<file path="src/rtl/simon_pkg.sv">
// Shared types and width helpers for the Simon Says sequencer.
package simon_pkg;

  localparam logic [2:0] ST_IDLE     = 3'd0;
  localparam logic [2:0] ST_ADD      = 3'd1;
  localparam logic [2:0] ST_SHOW_ON  = 3'd2;
  localparam logic [2:0] ST_SHOW_OFF = 3'd3;
  localparam logic [2:0] ST_INPUT    = 3'd4;
  localparam logic [2:0] ST_WON      = 3'd5;
  localparam logic [2:0] ST_LOST     = 3'd6;

  typedef enum logic [2:0] {
    S_IDLE     = ST_IDLE,
    S_ADD      = ST_ADD,
    S_SHOW_ON  = ST_SHOW_ON,
    S_SHOW_OFF = ST_SHOW_OFF,
    S_INPUT    = ST_INPUT,
    S_WON      = ST_WON,
    S_LOST     = ST_LOST
  } simon_state_e;

  typedef logic [1:0] colour_t;

  function automatic int lw_f(input int max_len);
    return $clog2(max_len + 1);
  endfunction

  // Memory address width; a single-entry memory still needs one address bit.
  function automatic int aw_f(input int max_len);
    return (max_len > 1) ? $clog2(max_len) : 1;
  endfunction

  function automatic int tw_f(input int a, input int b, input int c);
    int m;
    m = a;
    if (b > m) m = b;
    if (c > m) m = c;
    return $clog2(m + 1);
  endfunction

endpackage

</file>
<file path="src/rtl/simon_seq_mem.sv">
// Colour sequence storage: one synchronous write port, one combinational read port.
module simon_seq_mem
  import simon_pkg::*;
#(
  parameter int MAX_LEN = 16,
  parameter int AW      = 4
) (
  input  logic          clk,
  input  logic          i_we,
  input  logic [AW-1:0] i_waddr,
  input  colour_t       i_wdata,
  input  logic [AW-1:0] i_raddr,
  output colour_t       o_rdata
);

  colour_t r_mem [MAX_LEN];

  always_ff @(posedge clk) begin
    if (i_we) r_mem[i_waddr] <= i_wdata;
  end

  assign o_rdata = r_mem[i_raddr];

endmodule

</file>
<file path="src/rtl/simon_seq_ctrl.sv">
// Simon Says game sequencer: grows, plays back and checks the colour sequence.
//
// state    | meaning
// IDLE     | no game yet; wait for start
// ADD      | append rand_in to the sequence, bump level
// SHOW_ON  | light mem[index] for ON_CYCLES
// SHOW_OFF | dark gap for OFF_CYCLES, then next colour or input phase
// INPUT    | compare presses against mem[index], optional timeout
// WON      | full-length sequence repeated; wait for start
// LOST     | wrong press or timeout; wait for start
module simon_seq_ctrl
  import simon_pkg::*;
#(
  parameter  int MAX_LEN        = 16,
  parameter  int ON_CYCLES      = 25000000,
  parameter  int OFF_CYCLES     = 12500000,
  parameter  int TIMEOUT_CYCLES = 0,
  localparam int LW             = lw_f(MAX_LEN)
) (
  input  logic          clk,
  input  logic          rst,
  input  logic          start,
  input  logic [1:0]    rand_in,
  input  logic          btn_valid,
  input  logic [1:0]    btn_code,
  output logic          led_en,
  output logic [1:0]    led_code,
  output logic          awaiting_input,
  output logic [LW-1:0] level,
  output logic          game_won,
  output logic          game_over
);

  localparam int AW = aw_f(MAX_LEN);
  localparam int TW = tw_f(ON_CYCLES, OFF_CYCLES, TIMEOUT_CYCLES);
  localparam logic [TW-1:0] ON_LAST  = TW'(ON_CYCLES - 1);
  localparam logic [TW-1:0] OFF_LAST = TW'(OFF_CYCLES - 1);
  localparam logic [TW-1:0] TO_LAST  = TW'((TIMEOUT_CYCLES == 0) ? 0 : TIMEOUT_CYCLES - 1);

  simon_state_e    r_state;
  logic [LW-1:0]   r_level;
  logic [LW-1:0]   r_index;
  logic [TW-1:0]   r_timer;
  colour_t         w_rd;
  logic            w_last;
  logic            w_we;

  assign w_we   = (r_state == S_ADD);
  assign w_last = (r_index == r_level - LW'(1));

  simon_seq_mem #(
    .MAX_LEN (MAX_LEN),
    .AW      (AW)
  ) u_mem (
    .clk     (clk),
    .i_we    (w_we),
    .i_waddr (r_level[AW-1:0]),
    .i_wdata (rand_in),
    .i_raddr (r_index[AW-1:0]),
    .o_rdata (w_rd)
  );

  always_ff @(posedge clk) begin
    if (rst) begin
      r_state <= S_IDLE;
      r_level <= '0;
      r_index <= '0;
      r_timer <= '0;
    end else begin
      case (r_state)
        S_IDLE, S_WON, S_LOST: begin
          if (start) begin
            r_level <= '0;
            r_state <= S_ADD;
          end
        end
        S_ADD: begin
          r_level <= r_level + LW'(1);
          r_index <= '0;
          r_timer <= '0;
          r_state <= S_SHOW_ON;
        end
        S_SHOW_ON: begin
          if (r_timer == ON_LAST) begin
            r_timer <= '0;
            r_state <= S_SHOW_OFF;
          end else begin
            r_timer <= r_timer + TW'(1);
          end
        end
        S_SHOW_OFF: begin
          if (r_timer == OFF_LAST) begin
            r_timer <= '0;
            if (w_last) begin
              r_index <= '0;
              r_state <= S_INPUT;
            end else begin
              r_index <= r_index + LW'(1);
              r_state <= S_SHOW_ON;
            end
          end else begin
            r_timer <= r_timer + TW'(1);
          end
        end
        S_INPUT: begin
          // A press in the timeout cycle wins over the timeout.
          if (btn_valid) begin
            if (btn_code != w_rd) begin
              r_state <= S_LOST;
            end else if (w_last) begin
              r_state <= (r_level == LW'(MAX_LEN)) ? S_WON : S_ADD;
            end else begin
              r_index <= r_index + LW'(1);
              r_timer <= '0;
            end
          end else if (TIMEOUT_CYCLES != 0) begin
            if (r_timer == TO_LAST) r_state <= S_LOST;
            else                    r_timer <= r_timer + TW'(1);
          end
        end
        default: r_state <= S_IDLE;
      endcase
    end
  end

  assign led_en         = (r_state == S_SHOW_ON);
  assign led_code       = (r_state == S_SHOW_ON) ? w_rd : 2'd0;
  assign awaiting_input = (r_state == S_INPUT);
  assign level          = r_level;
  assign game_won       = (r_state == S_WON);
  assign game_over      = (r_state == S_LOST);

endmodule

</file>
<file path="config.mk">
export PLATFORM = sky130hd
export DESIGN_NAME = simon_seq_ctrl
export DESIGN_NICKNAME = d
export VERILOG_FILES = /design/src/rtl/simon_pkg.sv /design/src/rtl/simon_seq_mem.sv /design/src/rtl/simon_seq_ctrl.sv
export SDC_FILE = /design/constraint.sdc
export NUM_CORES = 1
export LEC_CHECK = 0
export CAP_MARGIN = 5
export CELL_PAD_IN_SITES_DETAIL_PLACEMENT = 1
export CELL_PAD_IN_SITES_GLOBAL_PLACEMENT = 1
export CORE_UTILIZATION = 45
export DETAILED_ROUTE_END_ITERATION = 8
export PLACE_DENSITY = 0.87
export SETUP_SLACK_MARGIN = 0.3
export SLEW_MARGIN = 20
export SYNTH_ARGS = -nofsm -noshare
export SYNTH_HDL_FRONTEND = slang
export SYNTH_SLANG_ARGS = --single-unit
</file>
<file path="constraint.sdc">
create_clock -name clk -period 3.1 [get_ports clk]
set_clock_uncertainty 0.05 [all_clocks]
set_input_delay 0.465 -clock clk [delete_from_list [all_inputs] [get_ports clk]]
set_output_delay 0.465 -clock clk [all_outputs]
set_load 0.02 [all_outputs]
</file>
**After elaboration in Yosys (flattened, before gate mapping)**

Memory sizes are Yosys's and may differ from the RTL's. A register that Yosys moved wholly into a read port is not among the register bits.
Cells that the tools add are included.

- $add $sub $neg: 4
- Eq/ne operators: 18
- Mux-type cells: 28
- Reduce and logical (&&, ||, !) cells: 9

Operators by type and width:

| operator | number |
|---|---|
| 25-bit two-way mux | 5 |
| 25-bit one-hot mux with 4 select lines | 1 |
| 5-bit two-way mux | 6 |
| 25-bit by 1-bit adder with 25-bit output (second input constant) | 1 |
| 25-bit by 24-bit equality test with 1-bit output (second input constant) | 1 |
| 25-bit equality test (second input constant) | 1 |
| 3-bit two-way mux | 8 |
| 3-bit one-hot mux with 5 select lines | 1 |
| 5-bit one-hot mux with 3 select lines | 1 |
| 5-bit by 1-bit adder with 5-bit output (second input constant) | 2 |
| 2-bit inequality test (second input constant) | 5 |
| 5-bit one-hot mux with 2 select lines | 1 |
| 5-bit AND reduction | 2 |
| 3-bit equality test (second input constant) | 3 |
| 4-bit two-way mux | 2 |
| 3-bit by 2-bit equality test with 1-bit output (second input constant) | 2 |
| 5-bit equality test | 1 |
| 5-bit equality test (second input constant) | 1 |
| 5-bit by 1-bit subtractor with 5-bit output (second input constant) | 1 |
| 4-bit AND reduction | 1 |
| 4-bit nonzero test | 1 |
| 3-bit by 1-bit equality test with 1-bit output (second input constant) | 1 |
| 3-bit zero test | 1 |
| 3-bit by 1-bit inequality test with 1-bit output (second input constant) | 1 |
| 8 further kinds | 9 |

- Register bits after elaboration: 38
- Memory bits (writable): 32
- Bits of input ports: 8
- Output and inout port bits: 11
- Word-level logic and storage cells: 64
- Memories: 1

Memories:

| memory | words | bits a word | rd ports | clocked after memory_dff | write ports | RTL line | RTL |
|---|---|---|---|---|---|---|---|
| u_mem.r_mem | 16 | 2 | 1 | 1 | 1 | simon_seq_mem.sv:16 | `colour_t r_mem [MAX_LEN];` |

**Depth between registers and ports, before layout**

Gate-level depths: netlist of run 1.

- Word-level depth: 8
- Depth in mapped cells: 10
- Gate-level depth less buffers: 9

**Modules after synthesis**

From an unflattened synthesis of run 1, not the netlist that was laid out.

- Cells, all modules: 379
- Area total of the unflattened synthesis: 3,768.6 um^2

By module, submodules not included:

| module | instances | cells each | area each (um^2) | seq. area each (um^2) |
|---|---|---|---|---|
| simon_seq_ctrl | 1 | 303 | 2,428.6 | 760.7 |
| simon_seq_mem | 1 | 76 | 1,340.0 | 960.9 |

**Least setup slack after synthesis of run 1**

OpenSTA, ideal clock, no wires.

- Kind: flip-flop to flip-flop
- Start: reg r_level[0], in the netlist level[0]
- End: reg (tool-made name)
- Library setup time: 0.101 ns
- Arrival time: 2.369 ns
- Slack: 0.580 ns
- Stages on the path, launching flop included: 9
- Path buffers: 1
- Cells stage by stage: dfxtp_1 > inv_1 > ha_1 > a21boi_0 > o31ai_1 > nand2_1 > o31a_1 > buf_6 > o41ai_1

RTL lines:

| element | RTL line | RTL |
|---|---|---|
| from (decl) | simon_seq_ctrl.sv:41 | `logic [LW-1:0] r_level;` |
| from (signal assigned) | simon_seq_ctrl.sv:78 | `r_level <= r_level + LW'(1);` |

==> impl_metrics.json, run 1 <==
{
  "dpl.hpwl_um": 7460,
  "nets": 438,
  "yosysTopAreaCellShare": 0.237,
  "setup_viol": 0,
  "portBuffers": 18,
  "rows": 34,
  "syn_inst": 414,
  "hold_class": "reg -> reg",
  "grt_max_degree": 30,
  "core_region_area_mm2": 0.00872,
  "hold_violations": 0,
  "cts-root-buf": "clkbuf_8",
  "crit_arrival_ps": 2230,
  "wirelength_um": 11000,
  "yosys.area_share.simple": 0.202,
  "crit_fanout": 4,
  "yosysSeqAreaShare": 0.445,
  "synth_area_leaders": "edfxtp_1 (24%), dfxtp_1 (21%), mux4_1 (4.5%)",
  "grt_util_all_layers": 0.237,
  "regArea_mm2": 0.00181,
  "drtPass1Iterations": 5,
  "outcome": "complete, no violations",
  "ant_nets": 0,
  "synthMuxAreaShare": 0.0890,
  "path_class": "reg -> out",
  "die_w_um": 96.8,
  "num_io_pins": 19,
  "worstHoldStart": "r_timer[0]",
  "antenna_found_initial": 0,
  "synth_flop_cell": "dfxtp_1",
  "syn_to_final_growth_pct": 12.1,
  "p_leak_nw": 1.48,
  "fin_tns_setup_ps": 0,
  "multiInputGateArea_mm2": 0.00211,
  "ys_async_sr_fraction": 0,
  "syn_avg_cell_area_um2": 9.78,
  "drive_gt1_frac": 0.107,
  "cts_buffers": 9,
  "clk_pin_slew_ps": 90,
  "synth_compound_area_frac": 0.176,
  "synth_top_family_by_area": "simple AND/OR/NAND/NOR gates",
  "fillCellCount": 972,
  "grt_overflow": 0,
  "antenna_cells": 0,
  "p_total_mw": 2.17,
  "post_cts_buffers": 0,
  "post-route-period-util": 0.886,
  "max_freq_mhz": 364,
  "clkLatencyLatePin_ps": 370,
  "die_height_um": 96.8,
  "grt_setup_unrepaired": "false",
  "ys_ff_latch": 74,
  "yosys_warnings": 0,
  "synth_edf_count": 32,
  "cp.required_ps": 2580,
  "avgViaCountPerCell": 6.29,
  "period_needed_ps": 2750,
  "max_slew_margin": 0.592,
  "synth_xor_area_frac": 0.0260,
  "synth_area_leader_cell": "edfxtp_1",
  "die_area_mm2": 0.00938,
  "startpoint_type": "register",
  "end_kind": "output port",
  "holdWs_ps": 469,
  "first_global_vias": 3419,
  "initial_utilization": 0.464,
  "synth_fp_nets": 428,
  "synth_fa_ha_area_frac": 0.0185,
  "cellPowerDensity_mw_per_mm2": 479,
  "holdBufCountCts": 0,
  "clock_sinks": 74,
  "drv_cap": 0,
  "drc": 0,
  "drv_slew": 0,
  "wl_per_cell_um": 20.4,
  "synth_cell_types": 57,
  "cts_max_path_buffers": 2,
  "route.vias.total": 3376,
  "grt_pass1_wl_um": 17600,
  "ir_drop_v": 0.000282,
  "cts_max_level": 3,
  "synth.cell_area_mm2": 0.00405,
  "gp_congestion": 0.827,
  "cts_tree": "built",
  "tightest_slew_ps": 606,
  "drt_iter0_markers": 106
}
==> critical path, cell delays in order, from the launching register on <==
cell	delay (ps)
dfxtp_2	430
mux4_1	590
mux2_2	310
mux2i_1	130
nor3_1	70
dlygate4sd2_1	320
==> cells in the mapped netlist, types with 3 or more instances <==
cell	instances
a211oi_1	4
a21oi_1	18
a311oi_1	19
a31oi_1	6
a41oi_1	5
and2_1	4
and3_1	11
buf_2	4
buf_6	4
clkbuf_1	17
dfxtp_1	42
edfxtp_1	32
ha_1	6
inv_1	8
mux2_2	3
mux2i_1	12
mux4_1	7
nand2_1	46
nand2b_1	7
nand3_1	18
nand4_1	6
nand4b_1	3
nor2_1	34
nor3_1	12
nor4_1	4
o2111ai_1	6
o21ai_0	20
o31ai_1	5
xnor2_1	4
xor2_1	8
==> metal layers <==
| layer | track usage | share of wire | up-vias |
|---|---|---|---|
| li1 | - | - | 1608 |
| met1 | 0.298 | 0.44 | 1700 |
| met2 | 0.410 | 0.51 | 50 |
| met3 | 0.0448 | 0.025 | 18 |
| met4 | 0.0769 | 0.020 | 0 |
| met5 | 0 | 0 | - |
==> report_power, final <==
part / switching (mW) / total (mW) / internal (mW)
clock network: 0.423 / 0.810 / 0.387
registers: 0.0179 / 1.05 / 1.03
logic: 0.209 / 0.316 / 0.108
total: 0.649 / 2.17 / 1.52
==> what timing repair did <==
action | CTS | global route
hold endpoints to repair | 0 | 0
setup endpoints to repair | 6 | 31
gates resized for setup | 7 | 10
==> final cells by class <==
class	count	share of cell area
Sequential cell	74	0.400
Multi-Input combinational cell	305	0.466
Tap cell	108	0.0298
Timing Repair Buffer	25	0.0516
Inverter	9	0.00745
Clock inverter	7	0.0185
Clock buffer	9	0.0273
==> logic make-up after synthesis <==
family          after synthesis
mux                          23
buf+inv                      35
fa+ha+maj                     6
flops                        74
xor+xnor                     12
simple gates                163
compound gates              101
==> stage by stage <==
step                      instance area, um^2   util  setup WS, ps  std cells
after CTS                                4500  0.516           178        537
final                                    4540  0.520           353        537
after floorplan                          4050      -           580        414
after global placement                   4280  0.491           280        521
after global routing                     4540  0.520           317        537
after detailed placement                 4280  0.491           260        521
==> sequential cells by signal, indices dropped and copies added (netlist names), named ones only <==
| signal | flops |
|---|---|
| r_timer | 25 |
| r_index | 5 |
| u_mem.r_mem | 32 |
| r_state | 3 |
| level | 5 |
==> cell usage in the layout, fill, tap and decap left out, types with 9 or more instances in the layout <==
master	n
nand2_1	46
dfxtp_1	37
nor2_1	34
edfxtp_1	32
o21ai_0	20
a311oi_1	19
nand3_1	18
a21oi_1	18
clkdlybuf4s50_1	16
mux2i_1	12
nor3_1	12
and3_1	10
clkbuf_8	9
==> path summary, 6_finish.rpt <==
path / to / slack, ps / cells past startpoint
setup / recovery: led_code[1] / 350 / 5
hold / removal: r_timer[0] / 470 / 2
setup reg to reg: r_timer[23] / 450 / 8
hold reg to reg: r_timer[0] / 470 / 2
(Power assumes the default switching activity.)
==> inputs of run 2 (changes only) <==
==> constraint.sdc (replaced) <==
create_clock -name clk -period 3.1 [get_ports clk]
set_clock_uncertainty 0.05 [all_clocks]
set_input_delay 0.775 -clock clk [delete_from_list [all_inputs] [get_ports clk]]
set_output_delay 0.775 -clock clk [all_outputs]
set_load 0.02 [all_outputs]
==> run 2 against run 1 <==
Sequential power barely moved. Via count rose by 3.8%. Register-to-register slack got worse by 100 ps. Total power increased by 0.99%. Critical path type unchanged. Highest routed layer unchanged.
==> impl_metrics.json, run 2 (synthesis gave the netlist of run 1 again) <==
{
  "outcome": "complete, no violations",
  "portBuffers": 18,
  "clkLatencyLatePin_ps": 360,
  "grt_setup_unrepaired": "true",
  "mostFrequentLayoutCell": "nand2_1",
  "syn_to_final_growth_pct": 12.7,
  "end_kind": "output port",
  "critical_path.slowest_cell": "mux4_1",
  "ant_nets": 0,
  "tightest_slew_ps": 685,
  "rows": 34,
  "path_class": "reg -> out",
  "drc": 0,
  "max_slew_margin": 0.539,
  "final_util": 0.523,
  "drt_iter0_markers": 167,
  "post-route-period-util": 0.910,
  "crit_chain": "mux4_1 -> mux2_2 -> mux2i_1 -> nor3_1 -> buf_2",
  "cts_buffers": 9,
  "hold_violations": 0,
  "final_cell_mix": "nand2_1 (46), dfxtp_1 (38), nor2_1 (34), edfxtp_1 (32)",
  "crit_arrival_ps": 2000,
  "ir_drop_v": 0.000291,
  "initial_utilization": 0.464,
  "reg_top3": "u_mem.r_mem (32), r_timer (25)",
  "place_ws_ps": 107,
  "antenna_found_initial": 0,
  "die_area_mm2": 0.00938,
  "multiInputGateArea_mm2": 0.00210,
  "die_height_um": 96.8,
  "max_stage_delay_ps": 550,
  "setup_viol": 0,
  "grt_pass1_wl_um": 19200,
  "period_needed_ps": 2820,
  "grt_max_degree": 30,
  "fin_tns_setup_ps": 0,
  "worstHoldStart": "r_timer[1]",
  "nets": 444,
  "core_region_area_mm2": 0.00872,
  "top_register": "u_mem.r_mem",
  "num_io_pins": 19,
  "p_total_mw": 2.19,
  "placed_area_mm2": 0.00432,
  "regArea_mm2": 0.00181,
  "final_cells": 543,
  "drv_slew": 0,
  "antenna_cells": 0,
  "cts_max_path_buffers": 2,
  "hold_class": "reg -> reg",
  "p_leak_nw": 1.52,
  "clk_pin_slew_ps": 90,
  "cts-root-buf": "clkbuf_8",
  "clock_sinks": 74,
  "max_freq_mhz": 354,
  "dp_cells": 526,
  "die_w_um": 96.8,
  "drtPass1Iterations": 4,
  "largest_register_ffs": 32,
  "dpl.hpwl_um": 8640,
  "fillCellCount": 978,
  "avgViaCountPerCell": 6.45,
  "wirelength_um": 11900,
  "crit_fanout": 6,
  "gp_congestion": 0.782,
  "grt_overflow": 0,
  "wl_per_cell_um": 22.0,
  "cts_tree": "built",
  "cellPowerDensity_mw_per_mm2": 481,
  "route.vias.total": 3504,
  "first_global_vias": 3572,
  "drive_gt1_frac": 0.124,
  "final_area_mm2": 0.00456,
  "holdWs_ps": 469,
  "startpoint_type": "register",
  "grt_util_all_layers": 0.261,
  "cp.required_ps": 2270,
  "layout_setup_ws_ps": 279,
  "drv_cap": 0,
  "cts_max_level": 3
}
-- run 2: worst max-delay path: cells and delay by family (launching register included) --
family / cells / cell delay [ps]
and+or+nand+nor: 1 / 60
muxes: 3 / 990
DFF: 1 / 410
buffers and inverters: 1 / 170
-- run 2: worst paths after layout --
check | slack [ps] | to | cells after the start
worst min register to register | 470 | r_timer[1] | 2
worst max-delay path | 280 | led_code[1] | 5
worst min-delay path | 470 | r_timer[1] | 2
worst max register to register | 350 | r_timer[0] | 8
-- run 2: area by class of cell --
class | instances | share of cell area
multi-input combinational | 305 | 0.460
clock buffer | 9 | 0.0272
tap | 108 | 0.0296
timing repair buffer | 31 | 0.0604
clock inverter | 7 | 0.0181
inverter | 9 | 0.00741
sequential | 74 | 0.397
-- run 2: layer usage --
layer  routed length [um]  GRT usage
met1                 5160      0.328
met2                 5900      0.434
met3                  479     0.0455
met4                  404      0.126
met5                    0          0
-- run 2: repair_timing --
item | CTS | global route
gates resized for setup | 13 | 14
gates cloned | 0 | 0
endpoints found under the setup margin | 29 | 32
buffers inserted | 1 | 0
hold buffers | 0 | 0
-- run 2: power breakdown --
part | internal (mW) | total (mW) | switching, mW
Sequential | 1.03 | 1.05 | 0.0191
Combinational | 0.114 | 0.334 | 0.219
Clock | 0.385 | 0.813 | 0.428
==> inputs of run 3 (changes only) <==
- SYNTH_HIERARCHICAL: unset -> 1
==> run 3 against run 2 <==
Sequential share of layout area decreased by 1.2 points. Flip-flop and latch count down 4. Register-to-register slack got worse by 40 ps. Sequential power barely moved. Hold slack improved by 30 ps. Combinational power grew 88%. Total power up 12%. First-iteration DRC count increased by 25%. Setup slack got worse by 48 ps. Synthesized area down 6.9%. Critical path type unchanged. Critical endpoint is now led_code[0].
==> impl_metrics.json, run 3 <==
{
  "cts-root-buf": "clkbuf_8",
  "cellPowerDensity_mw_per_mm2": 546,
  "tightest_slew_ps": 544,
  "drive_gt1_frac": 0.191,
  "synth_flop_cell": "dfxtp_1",
  "drt_iter0_markers": 209,
  "rows": 33,
  "layout_setup_ws_ps": 231,
  "antenna_found_initial": 0,
  "place_ws_ps": 43.4,
  "wirelength_um": 11200,
  "grt_overflow": 0,
  "portBuffers": 18,
  "cp-startpoint": "r_index[1]",
  "cp.required_ps": 2270,
  "syn_inst": 379,
  "core_region_area_mm2": 0.00818,
  "grt_pass1_wl_um": 17500,
  "clkLatencyLatePin_ps": 350,
  "reg2reg_from": "r_index[1]",
  "yosysSeqAreaShare": 0.457,
  "ys_ff_latch": 70,
  "synth_fp_nets": 391,
  "drtPass1Iterations": 4,
  "r2r_end": "r_timer[5]",
  "cts_buffers": 9,
  "ant_nets": 0,
  "largest_register_ffs": 32,
  "end_kind": "output port",
  "grt_util_all_layers": 0.267,
  "reg2reg_depth": 10,
  "synth_edf_count": 32,
  "cts_tree": "built",
  "p_clk_frac": 0.326,
  "cts_max_level": 3,
  "crit_arrival_ps": 2040,
  "synth.cell_area_mm2": 0.00377,
  "cellInternalPower_mw": 1.69,
  "nets": 431,
  "outcome": "complete, no violations",
  "path_class": "reg -> out",
  "first_global_vias": 3437,
  "startpoint_type": "register",
  "p_leak_nw": 1.67,
  "period_needed_ps": 2870,
  "p_seq_frac": 0.417,
  "avgViaCountPerCell": 6.25,
  "crit_fanout": 9,
  "die_height_um": 93.5,
  "drc": 0,
  "clk_pin_slew_ps": 80,
  "setup_viol": 0,
  "route.vias.total": 3307,
  "gp_congestion": 0.795,
  "r2r_slack_ps": 310,
  "syn_avg_cell_area_um2": 9.94,
  "holdBufCountCts": 0,
  "yosys_warnings": 6,
  "max_slew_margin": 0.632,
  "wl_per_cell_um": 21.1,
  "hold_class": "reg -> reg",
  "syn_to_final_growth_pct": 19.0,
  "dpl.hpwl_um": 7440,
  "final_cell_mix": "nor2_1 (38), dfxtp_1 (36), edfxtp_1 (32), nand2_1 (25), buf_4 (21)",
  "antenna_cells": 0,
  "ir_drop_v": 0.000337,
  "power_switching_share": 0.309,
  "yosysMostFrequentCell": "nor2_1",
  "synth_cell_types": 64,
  "num_io_pins": 19,
  "yosysTopAreaCellShare": 0.255,
  "ys_async_sr_fraction": 0,
  "fillCellCount": 907,
  "top_register": "u_mem/r_mem",
  "mostFrequentLayoutCell": "nor2_1",
  "synth_area_leaders": "edfxtp_1 (25%), dfxtp_1 (20%), nor2_1 (4.1%)",
  "die_w_um": 93.5,
  "crit_end": "led_code[0]",
  "synth_area_leader_cell": "edfxtp_1",
  "combPwrFrac": 0.257,
  "drv_cap": 0,
  "max_freq_mhz": 349,
  "initial_utilization": 0.461,
  "fin_tns_setup_ps": 0,
  "hold_violations": 0,
  "reg_top3": "u_mem/r_mem (32), r_timer (25)",
  "die_area_mm2": 0.00875,
  "post-route-period-util": 0.925,
  "clock_sinks": 70,
  "drv_slew": 0,
  "grt_max_degree": 17,
  "grt_setup_unrepaired": "true",
  "cts_max_path_buffers": 2,
  "yosys-top-cells-count": "nor2_1 (41), dfxtp_1 (38), edfxtp_1 (32), nand2_1 (25), nand3_1 (22)",
  "power_switching_mw": 0.756
}
## run 3: changes by cell type after synthesis, moves of 6 or more
cell / previous run / this run
nor2_1: 34 / 41
clkbuf_1: 17 / 5
mux2i_1: 12 / 2
a211o_1: 0 / 10
nand2_1: 46 / 25
o21ai_0: 20 / 14
or3_1: 2 / 9
a22oi_1: 0 / 8
nor3_1: 12 / 20
a311oi_1: 19 / 0
## run 3: final cells by class
type / count / area (um^2) / area share
clock buffer: 9 / 124 / 0.0276
tap: 105 / 131 / 0.0293
inverter: 9 / 33.8 / 0.00753
timing repair buffer: 43 / 389 / 0.0868
multi-input combinational: 286 / 1990 / 0.444
clock inverter: 7 / 88.8 / 0.0198
sequential: 70 / 1730 / 0.385
## run 3: how the worst min path moves through the flow
stage	end	startpoint	slack (ps)	cells past startpoint
after global placement	r_timer[12]	r_timer[12]	450	1
after global routing	r_timer[9]	r_timer[9]	520	1
after floorplan	r_timer[4]	r_timer[4]	420	1
after CTS	r_timer[21]	r_timer[21]	500	1
final	r_timer[21]	r_timer[21]	500	1
after detailed placement	level[4]	level[4]	480	2
## run 3: layer usage
layer  track usage  vias up  share of wire  wire length [um]
met5             0        -              0                 0
met3        0.0602       37          0.050               554
met2         0.459      108           0.51              5730
li1              -     1527              -                 -
met1         0.323     1635           0.41              4540
met4         0.110        0          0.032               356
## run 3: repair_timing
| action | in CTS | in global routing |
|---|---|---|
| gates cloned | 1 | 0 |
| hold endpoints to repair | 0 | 0 |
| pin swaps | 3 | 19 |
| endpoints found under the setup margin | 27 | 27 |
| buffers inserted | 5 | 2 |
| resized for setup | 22 | 21 |
## run 3: worst max-delay path, stage by stage (launching register included)
cell and delay [ps]:
dfxtp_1 580, mux4_2 390, a22oi_2 250, nand3_2 160, and2_4 180, buf_6 120
## run 3: logic make-up after synthesis
| logic type | synth area share |
|---|---|
| AND/OR/NAND/NOR | 0.246 |
| AO/OA/AOI/OAI | 0.164 |
| flip-flops | 0.457 |
| buffers and inverters | 0.0349 |
| XOR/XNOR | 0.0279 |
| multiplexers | 0.0571 |
| adder cells (fa/ha/maj) | 0.0133 |
## run 3: power groups by stage
stage	sequential, mW	clock [mW]	combinational, mW
finish	1.02	0.799	0.629
global route	1.02	0.843	0.671
CTS	1.02	0.807	0.581
detailed placement	1.04	0	0.544
global placement	1.04	0	0.518
floorplan	1.04	0	0.361
## run 3: through the flow
stage               utilization  hold WS (ps)  power, mW  cell area (um^2)  cells
detailed placement        0.504           483       1.59              4120    505
global placement          0.504           452       1.56              4120    505
global route              0.549           520       2.54              4480    529
floorplan                     -           421       1.40              3780    379
finish                    0.549           499       2.45              4480    529
CTS                       0.539           496       2.41              4410    527
